[src/rtl/uart_pkg.sv]
// Shared UART definitions: default line/clock constants, state encodings and
// a small width helper used by the receiver, transmitter and baud generator.
package uart_pkg;

    localparam int DEFAULT_CLK_SPEED   = 100_000_000;
    localparam int DEFAULT_SERIAL_COMM = 115_200;
    localparam int DEFAULT_OVS         = 16;
    localparam int DATA_BITS           = 8;

    typedef enum logic [1:0] {
        IDLE  = 2'd0,
        START = 2'd1,
        DATA  = 2'd2,
        STOP  = 2'd3
    } uart_state_e;

    // Counter width for a modulo-n counter; never returns zero.
    function automatic int cnt_width(input int n);
        return (n > 1) ? $clog2(n) : 1;
    endfunction

endpackage

[src/rtl/baud_gen.sv]
// Free-running tick generator: pulses tick_o once every CLK_SPEED/TICK_RATE
// clocks; clear_i holds the count at zero and suppresses the tick.
module baud_gen
    import uart_pkg::*;
#(
    parameter int CLK_SPEED = DEFAULT_CLK_SPEED,
    parameter int TICK_RATE = DEFAULT_SERIAL_COMM * DEFAULT_OVS
) (
    input  logic clk,
    input  logic rst_n,
    input  logic clear_i,
    output logic tick_o
);

    localparam int TICK  = CLK_SPEED / TICK_RATE;
    localparam int CNT_W = cnt_width(TICK);
    localparam logic [CNT_W-1:0] CNT_MAX = CNT_W'(TICK - 1);

    logic [CNT_W-1:0] cnt_q;
    logic [CNT_W-1:0] cnt_d;

    always_comb begin
        // NOTE: every signal written here gets a value first, so no path can leave it unassigned and infer a latch.
        cnt_d = cnt_q + CNT_W'(1);
        if (clear_i || (cnt_q == CNT_MAX)) begin
            cnt_d = '0;
        end
    end

    assign tick_o = !clear_i && (cnt_q == CNT_MAX);

    always_ff @(posedge clk or negedge rst_n) begin
        if (!rst_n) begin
            cnt_q <= '0;
        end else begin
            // NOTE: state is updated with non-blocking assignments so every flop samples pre-edge values.
            cnt_q <= cnt_d;
        end
    end

endmodule

[src/rtl/uart_rx.sv]
// 8N1 UART receiver: synchronises rx, oversamples with baud_gen ticks and
// centre-samples each bit; reports good frames and stop-bit errors as pulses.
module uart_rx
    import uart_pkg::*;
#(
    parameter int CLK_SPEED   = DEFAULT_CLK_SPEED,
    parameter int SERIAL_COMM = DEFAULT_SERIAL_COMM,
    parameter int OVS         = DEFAULT_OVS
) (
    input  logic       clk,
    input  logic       rst_n,
    input  logic       en,
    input  logic       rx,
    output logic [7:0] data_out,
    output logic       data_valid,
    output logic       frame_err,
    output logic       rx_busy
);

    localparam int OS_W = cnt_width(OVS);
    localparam logic [OS_W-1:0] OS_LAST = OS_W'(OVS - 1);
    localparam logic [OS_W-1:0] OS_HALF = OS_W'(OVS / 2 - 1);

    logic [1:0]           sync_q;
    logic                 rx_s;
    logic                 s_tick;
    logic                 baud_clear;

    uart_state_e          state_q,      state_d;
    logic [OS_W-1:0]      os_cnt_q,     os_cnt_d;
    logic [2:0]           bit_idx_q,    bit_idx_d;
    logic [DATA_BITS-1:0] shift_q,      shift_d;
    logic [DATA_BITS-1:0] data_out_q,   data_out_d;
    logic                 data_valid_q, data_valid_d;
    logic                 frame_err_q,  frame_err_d;
    logic                 err_wait_q,   err_wait_d;

    assign rx_s       = sync_q[1];
    assign baud_clear = (state_q == IDLE) || !en;

    baud_gen #(
        .CLK_SPEED (CLK_SPEED),
        .TICK_RATE (SERIAL_COMM * OVS)
    ) u_baud_gen (
        .clk     (clk),
        .rst_n   (rst_n),
        .clear_i (baud_clear),
        .tick_o  (s_tick)
    );

    always_comb begin
        state_d      = state_q;
        os_cnt_d     = os_cnt_q;
        bit_idx_d    = bit_idx_q;
        shift_d      = shift_q;
        data_out_d   = data_out_q;
        data_valid_d = 1'b0;
        frame_err_d  = 1'b0;
        err_wait_d   = err_wait_q;

        if (!en) begin
            state_d    = IDLE;
            os_cnt_d   = '0;
            bit_idx_d  = '0;
            err_wait_d = 1'b0;
        end else begin
            unique case (state_q)
                IDLE: begin
                    err_wait_d = 1'b0;
                    if (!rx_s) begin
                        state_d   = START;
                        os_cnt_d  = '0;
                        bit_idx_d = '0;
                    end
                end
                START: begin
                    if (s_tick) begin
                        if (os_cnt_q == OS_HALF) begin
                            os_cnt_d = '0;
                            state_d  = rx_s ? IDLE : DATA;
                        end else begin
                            os_cnt_d = os_cnt_q + OS_W'(1);
                        end
                    end
                end
                DATA: begin
                    if (s_tick) begin
                        if (os_cnt_q == OS_LAST) begin
                            os_cnt_d  = '0;
                            shift_d   = {rx_s, shift_q[DATA_BITS-1:1]};
                            bit_idx_d = bit_idx_q + 3'd1;
                            if (bit_idx_q == 3'd7) begin
                                state_d = STOP;
                            end
                        end else begin
                            os_cnt_d = os_cnt_q + OS_W'(1);
                        end
                    end
                end
                STOP: begin
                    // After a low stop bit, sit here until the line idles again.
                    if (err_wait_q) begin
                        if (rx_s) begin
                            state_d    = IDLE;
                            err_wait_d = 1'b0;
                        end
                    end else if (s_tick) begin
                        if (os_cnt_q == OS_LAST) begin
                            os_cnt_d   = '0;
                            data_out_d = shift_q;
                            if (rx_s) begin
                                data_valid_d = 1'b1;
                                state_d      = IDLE;
                            end else begin
                                frame_err_d = 1'b1;
                                err_wait_d  = 1'b1;
                            end
                        end else begin
                            os_cnt_d = os_cnt_q + OS_W'(1);
                        end
                    end
                end
                default: state_d = IDLE;
            endcase
        end
    end

    always_ff @(posedge clk or negedge rst_n) begin
        if (!rst_n) begin
            sync_q       <= 2'b11;
            state_q      <= IDLE;
            os_cnt_q     <= '0;
            bit_idx_q    <= '0;
            shift_q      <= '0;
            data_out_q   <= '0;
            data_valid_q <= 1'b0;
            frame_err_q  <= 1'b0;
            err_wait_q   <= 1'b0;
        end else begin
            sync_q       <= {sync_q[0], rx};
            state_q      <= state_d;
            os_cnt_q     <= os_cnt_d;
            bit_idx_q    <= bit_idx_d;
            shift_q      <= shift_d;
            data_out_q   <= data_out_d;
            data_valid_q <= data_valid_d;
            frame_err_q  <= frame_err_d;
            err_wait_q   <= err_wait_d;
        end
    end

    assign data_out   = data_out_q;
    assign data_valid = data_valid_q;
    assign frame_err  = frame_err_q;
    assign rx_busy    = (state_q != IDLE);

endmodule

[config.mk]
export PLATFORM = sky130hd
export DESIGN_NAME = uart_rx
export DESIGN_NICKNAME = d
export VERILOG_FILES = /design/src/rtl/uart_pkg.sv /design/src/rtl/baud_gen.sv /design/src/rtl/uart_rx.sv
export SDC_FILE = /design/constraint.sdc
export NUM_CORES = 1
export LEC_CHECK = 0
export ABC_AREA = 1
export CORE_MARGIN = 2
export CORE_UTILIZATION = 40
export CTS_BUF_LIST = sky130_fd_sc_hd__clkbuf_8
export DETAILED_ROUTE_END_ITERATION = 6
export GPL_ROUTABILITY_DRIVEN = 1
export GPL_TIMING_DRIVEN = 0
export PLACE_DENSITY_LB_ADDON = 0.15
export SLEW_MARGIN = 10
export SYNTH_ARGS = -nofsm -noshare
export SYNTH_HDL_FRONTEND = slang
export SYNTH_SLANG_ARGS = --single-unit
[constraint.sdc]
create_clock -name clk -period 2.7 [get_ports clk]
set_input_delay 0.675 -clock clk [delete_from_list [all_inputs] [get_ports clk]]
set_output_delay 0.675 -clock clk [all_outputs]
set_load 0.1 [all_outputs]
==> impl_metrics.env, run 1 <==
export IMPL_status="finished clean"
export IMPL_hold_violations=0
export IMPL_ys_warn_count=0
export IMPL_yosysTopAreaCell="dfrtp_1"
export IMPL_cts_buffer_depth=2
export IMPL_synth_cell_type_count=25
export IMPL_viasPerCell=4.61
export IMPL_hp_class="input port to asynchronous set/reset pin"
export IMPL_wl_um=3180
export IMPL_cts_setup_buffers=0
export IMPL_synth_edf_count=0
export IMPL_num_vias=1278
export IMPL_arrival_ns=1.77
export IMPL_timing_final_crit_share_pct=90.7
export IMPL_crit_type="register to primary output"
export IMPL_grt_pass1_vias=1246
export IMPL_synth_compound_area_share_pct=10.7
export IMPL_max_freq_mhz=408
export IMPL_die_x_um=71.6
export IMPL_pwr_density_cell_mw_per_mm2=699
export IMPL_synth_top_family_by_area="simple AND/OR/NAND/NOR gates"
export IMPL_slew_violations=0
export IMPL_htree_num_levels=2
export IMPL_numClockSinks=36
export IMPL_whs_ns=0.232
export IMPL_cts_resized=1
export IMPL_cpPeakStageDelay_ns=1.13
export IMPL_clock_root_buffer="clkbuf_8"
export IMPL_cts_tree="done"
export IMPL_insertion_delay_ns=0.29
export IMPL_holdBufCountCts=0
export IMPL_grt_max_degree=29
export IMPL_synth_seq_cells=36
export IMPL_use_met1_pct=19.1
export IMPL_synthAdderAreaFrac_pct=3.42
export IMPL_ant_nets=0
export IMPL_tightest_slew_ns=0.966
export IMPL_met2_usage_pct=21.3
export IMPL_detail_route_first_pass_iterations=4
export IMPL_diodes=0
export IMPL_die_h_um=71.6
export IMPL_grt_total_usage_pct=14.2
export IMPL_critical_path_buf_inv_count=1
export IMPL_final_core_util_pct=48.9
export IMPL_yosys_top_cells_count="50 x nand2_1, 34 x dfrtp_1, 23 x inv_1"
export IMPL_busiest_layer="met2"
export IMPL_startpoint_type="register"
export IMPL_synth_top_area_share_pct=46.6
export IMPL_antenna_found_initial=0
export IMPL_crit_path_end_kind="primary output"
export IMPL_gr_total_overflow=0
export IMPL_synthTopCellsByArea="dfrtp_1 47%, nand2_1 10%, o21ai_2 7.7%"
export IMPL_drt_iter0_drc=65
export IMPL_gp_congestion=0.779
export IMPL_syn_to_final_growth_pct=17.3
export IMPL_numCtsBuffers=5
export IMPL_post_dp_hpwl_um=2250
export IMPL_rsz0062_at_grt="no"
export IMPL_core_mm2=0.00438
export IMPL_finalPower_mw=1.50
export IMPL_top_level_ports=15
export IMPL_grt_pass1_wl_um=5600
export IMPL_dieArea_mm2=0.00512
export IMPL_synthesis_area_mm2=0.00183
export IMPL_met3_usage_pct=3.52
export IMPL_cp_max_fo=2
export IMPL_rows=24
export IMPL_yosysMostFrequentCell="nand2_1"
export IMPL_min_period_ns=2.45
export IMPL_leakagePower_nw=1.03
export IMPL_portBuffers=13
export IMPL_cp_data_required_time_ns=2.03
export IMPL_ir_worst_vdd_mv=0.316
export IMPL_drt_wirelength_per_cell_um=11.5
export IMPL_syn_inst=203
export IMPL_nets=233
export IMPL_maxCapViolations=0
export IMPL_syn_avg_cell_area_um2=9.00
export IMPL_finClkSkew_ns=0.00600
export IMPL_synth_main_ff_cell="dfrtp_1"
export IMPL_clkTransAtPathRegs_ns=0.07
export IMPL_crit_chain="clkdlybuf4s50_1"
export IMPL_critical_path_top_delay_family="buffers and inverters"
export IMPL_synth_xor_area_share_pct=0.959
export IMPL_ys_seq_area_share_pct=49.5
export IMPL_synth_nets=212
export IMPL_drive_gt1_share_pct=22.7
export IMPL_slew_headroom_pct=35.4
export IMPL_synth_area_mux_share_pct=0
export IMPL_setup_tns_ns=0
export IMPL_slowest_stage="clkdlybuf4s50_1"
export IMPL_initial_core_util_pct=41.7
export IMPL_setup_viol=0
export IMPL_async_flop_share_pct=100
export IMPL_yosys_area_share_simple_pct=26.8
export IMPL_drc_errors=0
[routing by layer]
layer  wire, um  vias up
li1           -      678
met1       1630      578
met2       1380       14
met3        117        8
met4         51        0
met5          0        -
[final cells by class]
cell class	instances	area, um2
Fill cell	413	2240
Sequential cell	36	903
Multi-Input combinational cell	134	764
Timing Repair Buffer	14	144
Inverter	28	110
Clock buffer	5	68.8
Tap cell	52	65.1
Buffer	5	48.8
Clock inverter	3	38.8
[placed cells by master, fill, tap and decap left out, types with 2 or more instances in the layout]
| cell type | n |
|---|---|
| nand2_2 | 4 |
| nand2_4 | 2 |
| o21ai_0 | 4 |
| o21ai_2 | 16 |
| inv_2 | 3 |
| clkbuf_8 | 5 |
| dfstp_2 | 2 |
| o21ai_1 | 3 |
| a21oi_1 | 4 |
| buf_6 | 3 |
| nor2_2 | 2 |
| ha_1 | 5 |
| inv_4 | 2 |
| inv_1 | 24 |
| nand3_1 | 12 |
| clkdlybuf4s50_1 | 11 |
| dfrtp_1 | 34 |
| nand2_1 | 50 |
| nor3_1 | 3 |
| nor2_1 | 18 |
| nor2_4 | 4 |
| nand4_1 | 2 |
| buf_4 | 2 |
| xor2_1 | 2 |
[where the power goes]
group	total (mW)	internal (mW)	switching, mW
clock network	0.461	0.270	0.191
logic	0.440	0.126	0.314
registers	0.598	0.573	0.0243
[registers in the layout, summed over array words and instances, names as in the netlist]
| register | cells |
|---|---|
| bit_idx_q | 3 |
| data_out | 8 |
| data_valid | 1 |
| err_wait_q | 1 |
| frame_err | 1 |
| os_cnt_q | 4 |
| shift_q | 8 |
| state_q | 2 |
| sync_q | 2 |
| u_baud_gen.cnt_q | 6 |
[path summary, 6_finish.rpt]
| path | slack [ns] | endpoint | from | depth (start not counted) |
|---|---|---|---|---|
| worst max-delay path | 0.25 | data_out[7] | data_out[7]$_DFFE_PN0P_ | 1 |
| worst min-delay path | 0.23 | data_out[7]$_DFFE_PN0P_ | rst_n | 1 |
| worst max register to register | 1.13 | shift_q[6]$_DFFE_PN0P_ | os_cnt_q[0]$_DFFE_PN0P_ | 9 |
| worst min register to register | 0.36 | sync_q[1]$_DFF_PN1_ | sync_q[0]$_DFF_PN1_ | 0 |
| max in group asynchronous | 1.98 | sync_q[1]$_DFF_PN1_ | rst_n | 2 |
| min in group clk | 0.36 | sync_q[1]$_DFF_PN1_ | sync_q[0]$_DFF_PN1_ | 0 |
[logic make-up (layout without fill, tap and decap cells)]
group                    count (synthesis)  count (layout)
buffers and inverters                   33              55
AND/OR/NAND/NOR                        100             100
adder cells (fa/ha/maj)                  5               5
XOR/XNOR                                 2               2
flip-flops                              36              36
AO/OA/AOI/OAI                           27              27
[through the flow]
stage	area (um2)	std cells	setup WS, ns
6_report	2140	277	0.251
5_1_grt	2140	277	0.193
4_1_cts	2140	277	0.230
3_5_place_dp	2040	269	0.313
3_3_place_gp	2020	268	0.0965
2_1_floorplan	1830	203	1.10
No activity file was read; power rests on OpenSTA's default activity.
==> run 2: changes to the inputs <==
- HOLD_SLACK_MARGIN: default -> 0.12
==> results of run 2 <==
The final DEF is identical to that of run 1; final timing and power are the same.
